==> src/rtl/uvmt_cv32e40s_pma_resp_tracker.sv <==
// uvmt_cv32e40s_pma_resp_tracker
//
// Purpose: predicts the PMA attributes of each OBI transaction at the address phase.
// Each prediction waits in a per-channel FIFO until the response phase arrives.
// When the response arrives the prediction is retired and presented for one cycle
// as a registered pulse.
//
// Channel 0 is the instruction side and channel 1 is the data side.
//
// Ports (per channel c, packed as vectors):
//   clk, rst_n                     clock, asynchronous active-low reset
//   req_valid_i / req_gnt_i        address-phase handshake; accept = valid && gnt
//   req_addr_i[32*c +: 32]         byte address
//   req_we_i / req_dbg_i           write, debug-mode qualifiers
//   req_misaligned_i/req_pushpop_i misaligned and push/pop qualifiers
//   rsp_rvalid_i                   response-phase valid, retires FIFO head
//   exp_valid_o                    one-cycle pulse: exp_* hold a fresh retirement
//   exp_allow_o .. exp_integrity_o expected attributes of the retired transaction
//   exp_match_idx_o[5*c +: 5]      matched region, 16 = no match or debug override
//   outstanding_o[3*c +: 3]        FIFO occupancy
//   err_overflow_o/err_underflow_o sticky protocol-error flags
//
// Optional feature: define UVMT_CV32E40S_PMA_RESP_TRACKER_STATS_EN to add
//   deny_count_o[16*c +: 16]       saturating count of retirements with allow=0
module uvmt_cv32e40s_pma_resp_tracker #(
    parameter int unsigned      PMA_NUM_REGIONS = 0,
    // Region i occupies PMA_CFG[i*68 +: 68]: [31:0] word_addr_low,
    // [63:32] word_addr_high, [64] main, [65] bufferable, [66] cacheable,
    // [67] integrity.
    parameter logic [16*68-1:0] PMA_CFG         = '0,
    parameter logic [31:0]      DM_REGION_START = 32'h1A11_0800,
    parameter logic [31:0]      DM_REGION_END   = 32'h1A11_0FFF,
    parameter int unsigned      NUM_CHANNELS    = 2,
    parameter int unsigned      FIFO_DEPTH      = 2
) (
    input  logic                       clk,
    input  logic                       rst_n,
    input  logic [NUM_CHANNELS-1:0]    req_valid_i,
    input  logic [NUM_CHANNELS-1:0]    req_gnt_i,
    input  logic [32*NUM_CHANNELS-1:0] req_addr_i,
    input  logic [NUM_CHANNELS-1:0]    req_we_i,
    input  logic [NUM_CHANNELS-1:0]    req_dbg_i,
    input  logic [NUM_CHANNELS-1:0]    req_misaligned_i,
    input  logic [NUM_CHANNELS-1:0]    req_pushpop_i,
    input  logic [NUM_CHANNELS-1:0]    rsp_rvalid_i,
    output logic [NUM_CHANNELS-1:0]    exp_valid_o,
    output logic [NUM_CHANNELS-1:0]    exp_allow_o,
    output logic [NUM_CHANNELS-1:0]    exp_main_o,
    output logic [NUM_CHANNELS-1:0]    exp_bufferable_o,
    output logic [NUM_CHANNELS-1:0]    exp_cacheable_o,
    output logic [NUM_CHANNELS-1:0]    exp_integrity_o,
    output logic [5*NUM_CHANNELS-1:0]  exp_match_idx_o,
    output logic [3*NUM_CHANNELS-1:0]  outstanding_o,
    output logic [NUM_CHANNELS-1:0]    err_overflow_o,
    output logic [NUM_CHANNELS-1:0]    err_underflow_o
`ifdef UVMT_CV32E40S_PMA_RESP_TRACKER_STATS_EN
    ,
    output logic [16*NUM_CHANNELS-1:0] deny_count_o
`endif
);

    localparam int unsigned CfgW    = 68;
    localparam logic [4:0]  NoMatch = 5'd16;

    typedef struct packed {
        logic       allow;
        logic       main;
        logic       bufferable;
        logic       cacheable;
        logic       integrity;
        logic [4:0] match_idx;
    } entry_t;

    function automatic entry_t lookup(input logic [31:0] addr, input logic dbg,
                                      input logic we, input logic mis, input logic pp,
                                      input int unsigned ch);
        entry_t          e;
        logic            found;
        logic [CfgW-1:0] cfg;
        logic [33:0]     a34;
        a34         = {2'b00, addr};
        e           = '0;
        e.main      = (PMA_NUM_REGIONS == 0);
        e.match_idx = NoMatch;
        found       = 1'b0;
        // Regions are word-addressed; compare in 34 bits so high=32'hFFFF_FFFF covers the top.
        for (int i = 0; i < 16; i++) begin
            cfg = PMA_CFG[i*CfgW +: CfgW];
            if (!found && (i < int'(PMA_NUM_REGIONS)) &&
                (a34 >= {cfg[31:0], 2'b00}) && (a34 < {cfg[63:32], 2'b00})) begin
                found        = 1'b1;
                e.main       = cfg[64];
                e.bufferable = cfg[65];
                e.cacheable  = cfg[66];
                e.integrity  = cfg[67];
                e.match_idx  = 5'(i);
            end
        end
        // Debug-mode accesses to the debug module bypass the region table.
        if (dbg && (addr >= DM_REGION_START) && (addr <= DM_REGION_END)) begin
            e           = '0;
            e.main      = 1'b1;
            e.match_idx = NoMatch;
        end
        if ((ch == 0) || !we) begin
            e.bufferable = 1'b0;
        end
        e.allow = (ch == 0) ? e.main : (e.main || (!mis && !pp));
        return e;
    endfunction

    function automatic logic [1:0] next_ptr(input logic [1:0] p);
        return (p == 2'(FIFO_DEPTH - 1)) ? 2'd0 : p + 2'd1;
    endfunction

    for (genvar c = 0; c < NUM_CHANNELS; c++) begin : g_ch
        // Sized for the maximum depth so a 2-bit pointer indexes it exactly.
        entry_t     mem_q [4];
        logic [1:0] wr_ptr_q, rd_ptr_q;
        logic [2:0] count_q;
        logic       exp_valid_q, ovf_q, unf_q;
        entry_t     exp_q, head, push_entry;
        logic       push_req, pop_req, full, empty, do_push, do_pop;

        assign push_entry = lookup(req_addr_i[32*c +: 32], req_dbg_i[c], req_we_i[c],
                                   req_misaligned_i[c], req_pushpop_i[c], c);

        always_comb begin
            head     = mem_q[rd_ptr_q];
            push_req = req_valid_i[c] && req_gnt_i[c];
            pop_req  = rsp_rvalid_i[c];
            full     = (count_q == 3'(FIFO_DEPTH));
            empty    = (count_q == 3'd0);
            do_pop   = pop_req && !empty;
            // A full FIFO still accepts when the head leaves in the same cycle.
            do_push  = push_req && (!full || do_pop);
        end

        always_ff @(posedge clk or negedge rst_n) begin
            if (!rst_n) begin
                for (int i = 0; i < 4; i++) begin
                    mem_q[i] <= '0;
                end
                wr_ptr_q    <= 2'd0;
                rd_ptr_q    <= 2'd0;
                count_q     <= 3'd0;
                exp_valid_q <= 1'b0;
                exp_q       <= '0;
                ovf_q       <= 1'b0;
                unf_q       <= 1'b0;
            end else begin
                if (do_push) begin
                    mem_q[wr_ptr_q] <= push_entry;
                    wr_ptr_q        <= next_ptr(wr_ptr_q);
                end
                if (do_pop) begin
                    rd_ptr_q <= next_ptr(rd_ptr_q);
                    exp_q    <= head;
                end
                if (do_push && !do_pop) begin
                    count_q <= count_q + 3'd1;
                end else if (do_pop && !do_push) begin
                    count_q <= count_q - 3'd1;
                end
                exp_valid_q <= do_pop;
                if (push_req && full && !do_pop) begin
                    ovf_q <= 1'b1;
                end
                if (pop_req && empty) begin
                    unf_q <= 1'b1;
                end
            end
        end

        assign exp_valid_o[c]          = exp_valid_q;
        assign exp_allow_o[c]          = exp_q.allow;
        assign exp_main_o[c]           = exp_q.main;
        assign exp_bufferable_o[c]     = exp_q.bufferable;
        assign exp_cacheable_o[c]      = exp_q.cacheable;
        assign exp_integrity_o[c]      = exp_q.integrity;
        assign exp_match_idx_o[5*c +: 5] = exp_q.match_idx;
        assign outstanding_o[3*c +: 3]   = count_q;
        assign err_overflow_o[c]       = ovf_q;
        assign err_underflow_o[c]      = unf_q;

`ifdef UVMT_CV32E40S_PMA_RESP_TRACKER_STATS_EN
        logic [15:0] deny_q;

        always_ff @(posedge clk or negedge rst_n) begin
            if (!rst_n) begin
                deny_q <= 16'd0;
            end else if (do_pop && !head.allow && (deny_q != 16'hFFFF)) begin
                deny_q <= deny_q + 16'd1;
            end
        end

        assign deny_count_o[16*c +: 16] = deny_q;
`endif
    end

endmodule

==> config.mk <==
export PLATFORM = sky130hd
export DESIGN_NAME = uvmt_cv32e40s_pma_resp_tracker
export DESIGN_NICKNAME = d
export VERILOG_FILES = /design/src/rtl/uvmt_cv32e40s_pma_resp_tracker.sv
export SDC_FILE = /design/constraint.sdc
export NUM_CORES = 1
export LEC_CHECK = 0
export BUFFER_PORTS_ARGS = -buffer_cell sky130_fd_sc_hd__buf_2
export CORE_MARGIN = 3
export CORE_UTILIZATION = 50
export CTS_CLUSTER_SIZE = 14
export DETAILED_ROUTE_END_ITERATION = 7
export PLACE_DENSITY = 0.75
export SLEW_MARGIN = 20
export SYNTH_ARGS = -nofsm -noshare
export SYNTH_HDL_FRONTEND = slang
export SYNTH_SLANG_ARGS = --single-unit
==> constraint.sdc <==
create_clock -name clk -period 2.5 [get_ports clk]
set_input_delay 0.125 -clock clk [delete_from_list [all_inputs] [get_ports clk]]
set_output_delay 0.125 -clock clk [all_outputs]
set_load 0.01 [all_outputs]
Word level (Yosys, flattened, before mapping)
Cells that the tools add are included.
{"block": "word_totals", "input_bits": 80, "ff_bits": 120}
{"block": "classes", "reduce_logical": 32, "n_addsub": 8, "bitwise": 10, "n_eq_ne": 6, "n_mux": 18, "order_cmp": 6}
{"cell": "two-way mux 10 bit", "n": 6}
{"cell": "bitwise AND 28 bit", "n": 2}
{"cell": "inverter 28 bit", "n": 2}
{"cell": "binary-select mux 10 bit (select 2 bit)", "n": 2}
{"cell": "demux 10 bit (select 2 bit)", "n": 2}
{"cell": "bitwise OR 12 bit", "n": 2}
{"cell": "logical AND 1 bit", "n": 18}
{"cell": ">= comparator 3 bit, second input constant", "n": 4}
{"cell": "two-way mux 3 bit", "n": 4}
{"cell": "inverter 2 -> 3 bit", "n": 4}
{"cell": "adder 2 x 1 -> 2 bit, second input constant", "n": 4}
{"cell": "equality test 2 x 1 -> 1 bit, second input constant", "n": 4}
{"cell": "zero test 1 bit", "n": 8}
{"cell": "two-way mux 2 bit", "n": 4}
{"cell": "adder 3 x 1 -> 3 bit, second input constant", "n": 2}
{"cell": "equality test 3 x 2 -> 1 bit, second input constant", "n": 2}
{"cell": "zero test 3 bit", "n": 2}
{"cell": "less-than comparator 3 x 1 -> 1 bit, second input constant", "n": 2}
{"cell": "subtractor 3 x 1 -> 3 bit, second input constant", "n": 2}
{"cell": "nonzero test 2 bit", "n": 2}
{"cell": "logical OR 1 bit", "n": 2}

Longest topological paths before layout
{"block": "logic_depth", "depth_word": 9, "depth_mapped": 10}

Least setup slack after synthesis
No wires, ideal clock.
{"block": "synth_timing", "kind": "reg2reg", "start": "register g_ch[0].count_q[0]", "end": "register g_ch[0].count_q[1]", "stages_incl_launch_ff": 7, "setup_ns": 0.125, "required_time_ns": 2.375, "path_slack_ns": 0.212, "n_path_buf": 0, "period_less_slack_ns": 2.288, "t_arrival_ns": 2.163, "path_cell_list": "dfrtp_1 -> nor4b_4 -> nor2_1 -> ha_1 -> inv_1 -> fa_1 -> mux2_2"}
{"block": "synth_via", "elab_chain_len": 8}
{"element": "from (decl)", "line": "120", "source": "logic [2:0] count_q;"}
{"element": "from (signal assigned)", "line": "161", "source": "count_q <= count_q + 3'd1;"}
{"element": "from (signal assigned)", "line": "163", "source": "count_q <= count_q - 3'd1;"}
{"element": "zero test 3 bit", "line": "133", "source": "empty = (count_q == 3'd0);"}
{"element": "zero test 1 bit", "line": "134", "source": "do_pop = pop_req && !empty;"}
{"element": "logical AND 1 bit", "line": "134"}
{"element": "logical OR 1 bit *", "line": "136", "source": "do_push = push_req && (!full || do_pop);"}
{"element": "logical AND 1 bit *", "line": "136"}
{"element": "named net g_ch[0].do_push", "line": "123", "source": "logic push_req, pop_req, full, empty, do_push, do_pop;"}
{"element": "zero test 1 bit", "line": "162", "source": "end else if (do_pop && !do_push) begin"}
{"element": "logical AND 1 bit", "line": "162"}
{"element": "nonzero test 2 bit (no source line)"}
The timed path passes the listed nets; every way through them passes the cells marked *. The select of a mux whose other input is x is not followed.
A chain may end at the register's enable or synchronous reset.

Final worst setup path
{"block": "layout_timing", "start": "register g_ch[0].count_q[0]", "end": "register g_ch[0].count_q[2]"}
{"block": "layout_via", "elab_chain_len": 8}
{"element": "parallel branches: the longest is 8 deep, another holds subtractor 3 x 1 -> 3 bit"}
Several ways; the timed one is not identified. The select of a mux whose other input is x is not followed.

==> results_dict.tcl <==
set metrics [dict create \
    timing_worst_setup_path_type "reg -> reg" \
    peakVddDrop_v 0.000671 \
    power_uw 5710 \
    area_growth_syn_to_layout_pct 22.3 \
    detailedRoute.firstPassIterationCount 4 \
    synthesis.area_um2 4800 \
    run_status "finished clean" \
    clkTransAtPathRegs_ns 0.06 \
    worst_pin_slew_ns 0.657 \
    cts_resized 0 \
    post-dp-hpwl_um 5130 \
    ys_seq_elements 120 \
    ys_seq_area_frac 0.626 \
    share_of_layout_cells_above_drive_strength_1 0.356 \
    cts-root-to-sink-buffers 2 \
    timing.max_cap.violations 0 \
    timing.critical_path.to_type "flip-flop" \
    post_synth_num_cell_types 24 \
    drt_first_iter_violations 101 \
    min_period_over_period 0.825 \
    place.gp.congestion 0.709 \
    cts_htree_levels 4 \
    synthesis.nets 384 \
    timing.fmax_mhz 485 \
    hold_path_class "in -> async" \
    layout.cells.most_common "sky130_fd_sc_hd__dfrtp_1" \
    worst_path_arrival_ns 2.49 \
    grt_pass1_wl_um 14800 \
    worstPathRequired_ns 2.93 \
    final_slew_violations 0 \
    routed_wire_length_per_instance_um 16.6 \
    globalRouteOverflowTotal 0 \
    cts.sinks 120 \
    dieWidth_um 104 \
    setup-violations-final 0 \
    worst_r2r_startpoint "g_ch[0].count_q[0]" \
    path_cells "nor3_1 -> nor2b_1 -> inv_1 -> ha_1 -> inv_1 -> fa_1 -> xor2_1 -> nor2_1 -> xor2_1" \
    unrepaired_setup_endpoints_after_global_routing "no" \
    clock_tree_from_tritoncts "done" \
    placement.io_buffers 39 \
    design.portCount 112 \
    die_area_um2 10800 \
    power_per_cell_area_nw_per_um2 973 \
    clk-insertion-delay-late_ns 0.51 \
    cts_inserted_buffers 17 \
    r2r.worst_path.cells 9 \
    cp-start-kind "flip-flop" \
    final_net_count 445 \
    drc 0 \
    all_layer_global_routing_usage 0.174 \
    crit_path_max_fanout 5 \
    antenna_found_initial 0 \
    totalNegativeSetupSlack_ns 0 \
    via_count_of_the_first_global_routing_pass 2911 \
    highest_cell_delay_on_the_worst_timing_path_ns 0.46 \
    dieHeight_um 104 \
    critPathSlowestCell "sky130_fd_sc_hd__dfrtp_1" \
    final.setup_skew_ns 0.0118 \
    placement_rows 35 \
    cts_root_buffer "sky130_fd_sc_hd__clkbuf_8" \
    coreArea_um2 9280 \
    timing.slew.headroom 0.560 \
    worst-r2r-setup-slack_ns 0.44 \
    final.min_clock_period_ns 2.06 \
    mostFrequentLayoutCells "sky130_fd_sc_hd__dfrtp_1, sky130_fd_sc_hd__nor2b_1, sky130_fd_sc_hd__buf_2" \
    r2r-end "g_ch[0].count_q[2]" \
    finalWirelength_um 8340 \
    synth_cells 300 \
    timing.final.hold_violations 0 \
    initial_core_util 0.517 \
    viasPerCell 5.05 \
    p_leak_uw 0.00274 \
    synth_warnings 0 \
    diodes 0 \
    synth_area_per_cell_um2 16.0 \
    dr_total_vias 2540 \
    buffers_inserted_during_post_cts_setup_optimization 0 \
    drt.antenna.violating_nets 0 \
    grt_max_degree 64 \
]
-- worst max-delay path, delay by kind of cell, from the launching register on --
family	cells	cell delay [ns]
simple gates	3	0.51
xor+xnor	2	0.31
fa+ha+maj	2	0.55
buf+inv	2	0.16
flops	1	0.46
-- sequential cells by signal, summed over array words and instances (netlist names) --
register and flops:
g_ch.exp_valid_q 2, g_ch.ovf_q 2, exp_main_o 2, exp_cacheable_o 2, exp_allow_o 2, g_ch.rd_ptr_q 4
g_ch.mem_q 80, exp_bufferable_o 2, exp_match_idx_o 10, exp_integrity_o 2, g_ch.wr_ptr_q 4, g_ch.count_q 6
g_ch.unf_q 2
-- cells in the mapped netlist, drive strengths merged --
master | count | share of area
xor2 | 6 | 0.011
nor4b | 6 | 0.030
nor4 | 2 | 0.0089
nor2 | 4 | 0.0031
dfrtp | 120 | 0.63
nor2b | 44 | 0.057
or2 | 18 | 0.023
ha | 2 | 0.0052
inv | 4 | 0.0031
nand2 | 2 | 0.0016
nand4bb | 2 | 0.011
buf | 12 | 0.017
fa | 2 | 0.0083
nor3 | 2 | 0.0021
mux2 | 22 | 0.052
xnor2 | 4 | 0.0073
a21o | 2 | 0.0031
nand2b | 6 | 0.0078
mux4 | 20 | 0.094
a21boi | 4 | 0.0063
and2 | 14 | 0.018
a31o | 2 | 0.0037
-- how the worst max path moves through the flow --
stage	startpoint	to	slack, ns	depth (start not counted)
2_1_floorplan	g_ch[0].count_q[0]	g_ch[0].count_q[1]	0.21	6
3_3_place_gp	g_ch[0].count_q[0]	g_ch[0].count_q[2]	0.47	9
3_5_place_dp	g_ch[1].count_q[0]	g_ch[1].count_q[2]	0.45	9
4_1_cts	g_ch[1].count_q[0]	g_ch[1].count_q[2]	0.42	9
5_1_grt	g_ch[0].count_q[0]	g_ch[0].count_q[2]	0.24	9
6_report	g_ch[0].count_q[0]	g_ch[0].count_q[2]	0.44	9
-- final cells by class --
type                            count  area, um2
Tap cell                          129        161
Clock buffer                       18        428
Inverter                            4       15.0
Timing Repair Buffer               54        340
Sequential cell                   120       3000
Fill cell                         683       3420
Multi-Input combinational cell    164       1700
Clock inverter                     14        221
-- power breakdown --
part,total (uW),switching [uW],internal (uW)
logic,796,379,417
clock network,2630,876,1750
registers,2290,215,2070
-- routing by layer --
layer  share of wire  vias up  GRT usage
met5               0        -          0
met3           0.029       10     0.0484
li1                -     1151          -
met2            0.52       43      0.286
met1            0.44     1336      0.223
met4           0.011        0     0.0627
-- through the flow --
step	worst slack [ns]	area [um2]	utilization	hold slack (ns)	cells
global route	0.239	5870	0.632	0.212	503
floorplan	0.212	4800	-	-0.171	300
finish	0.438	5870	0.632	0.166	503
detailed placement	0.448	5150	0.555	0.174	464
global placement	0.473	5150	0.555	0.167	464
CTS	0.424	5870	0.632	0.174	503
-- logic make-up after synthesis --
| family | share of synthesized area |
|---|---|
| adder cells (fa/ha/maj) | 0.0136 |
| flip-flops | 0.626 |
| XOR/XNOR | 0.0183 |
| buffers and inverters | 0.0198 |
| AO/OA/AOI/OAI | 0.0130 |
| AND/OR/NAND/NOR | 0.164 |
| multiplexers | 0.146 |
-- repair_timing --
| item | 4_1_cts | 5_1_grt |
|---|---|---|
| hold buffers | 7 | 0 |
| hold endpoints to repair | 51 | 0 |
| setup endpoints to repair | 0 | 0 |
(Power assumes the default switching activity.)
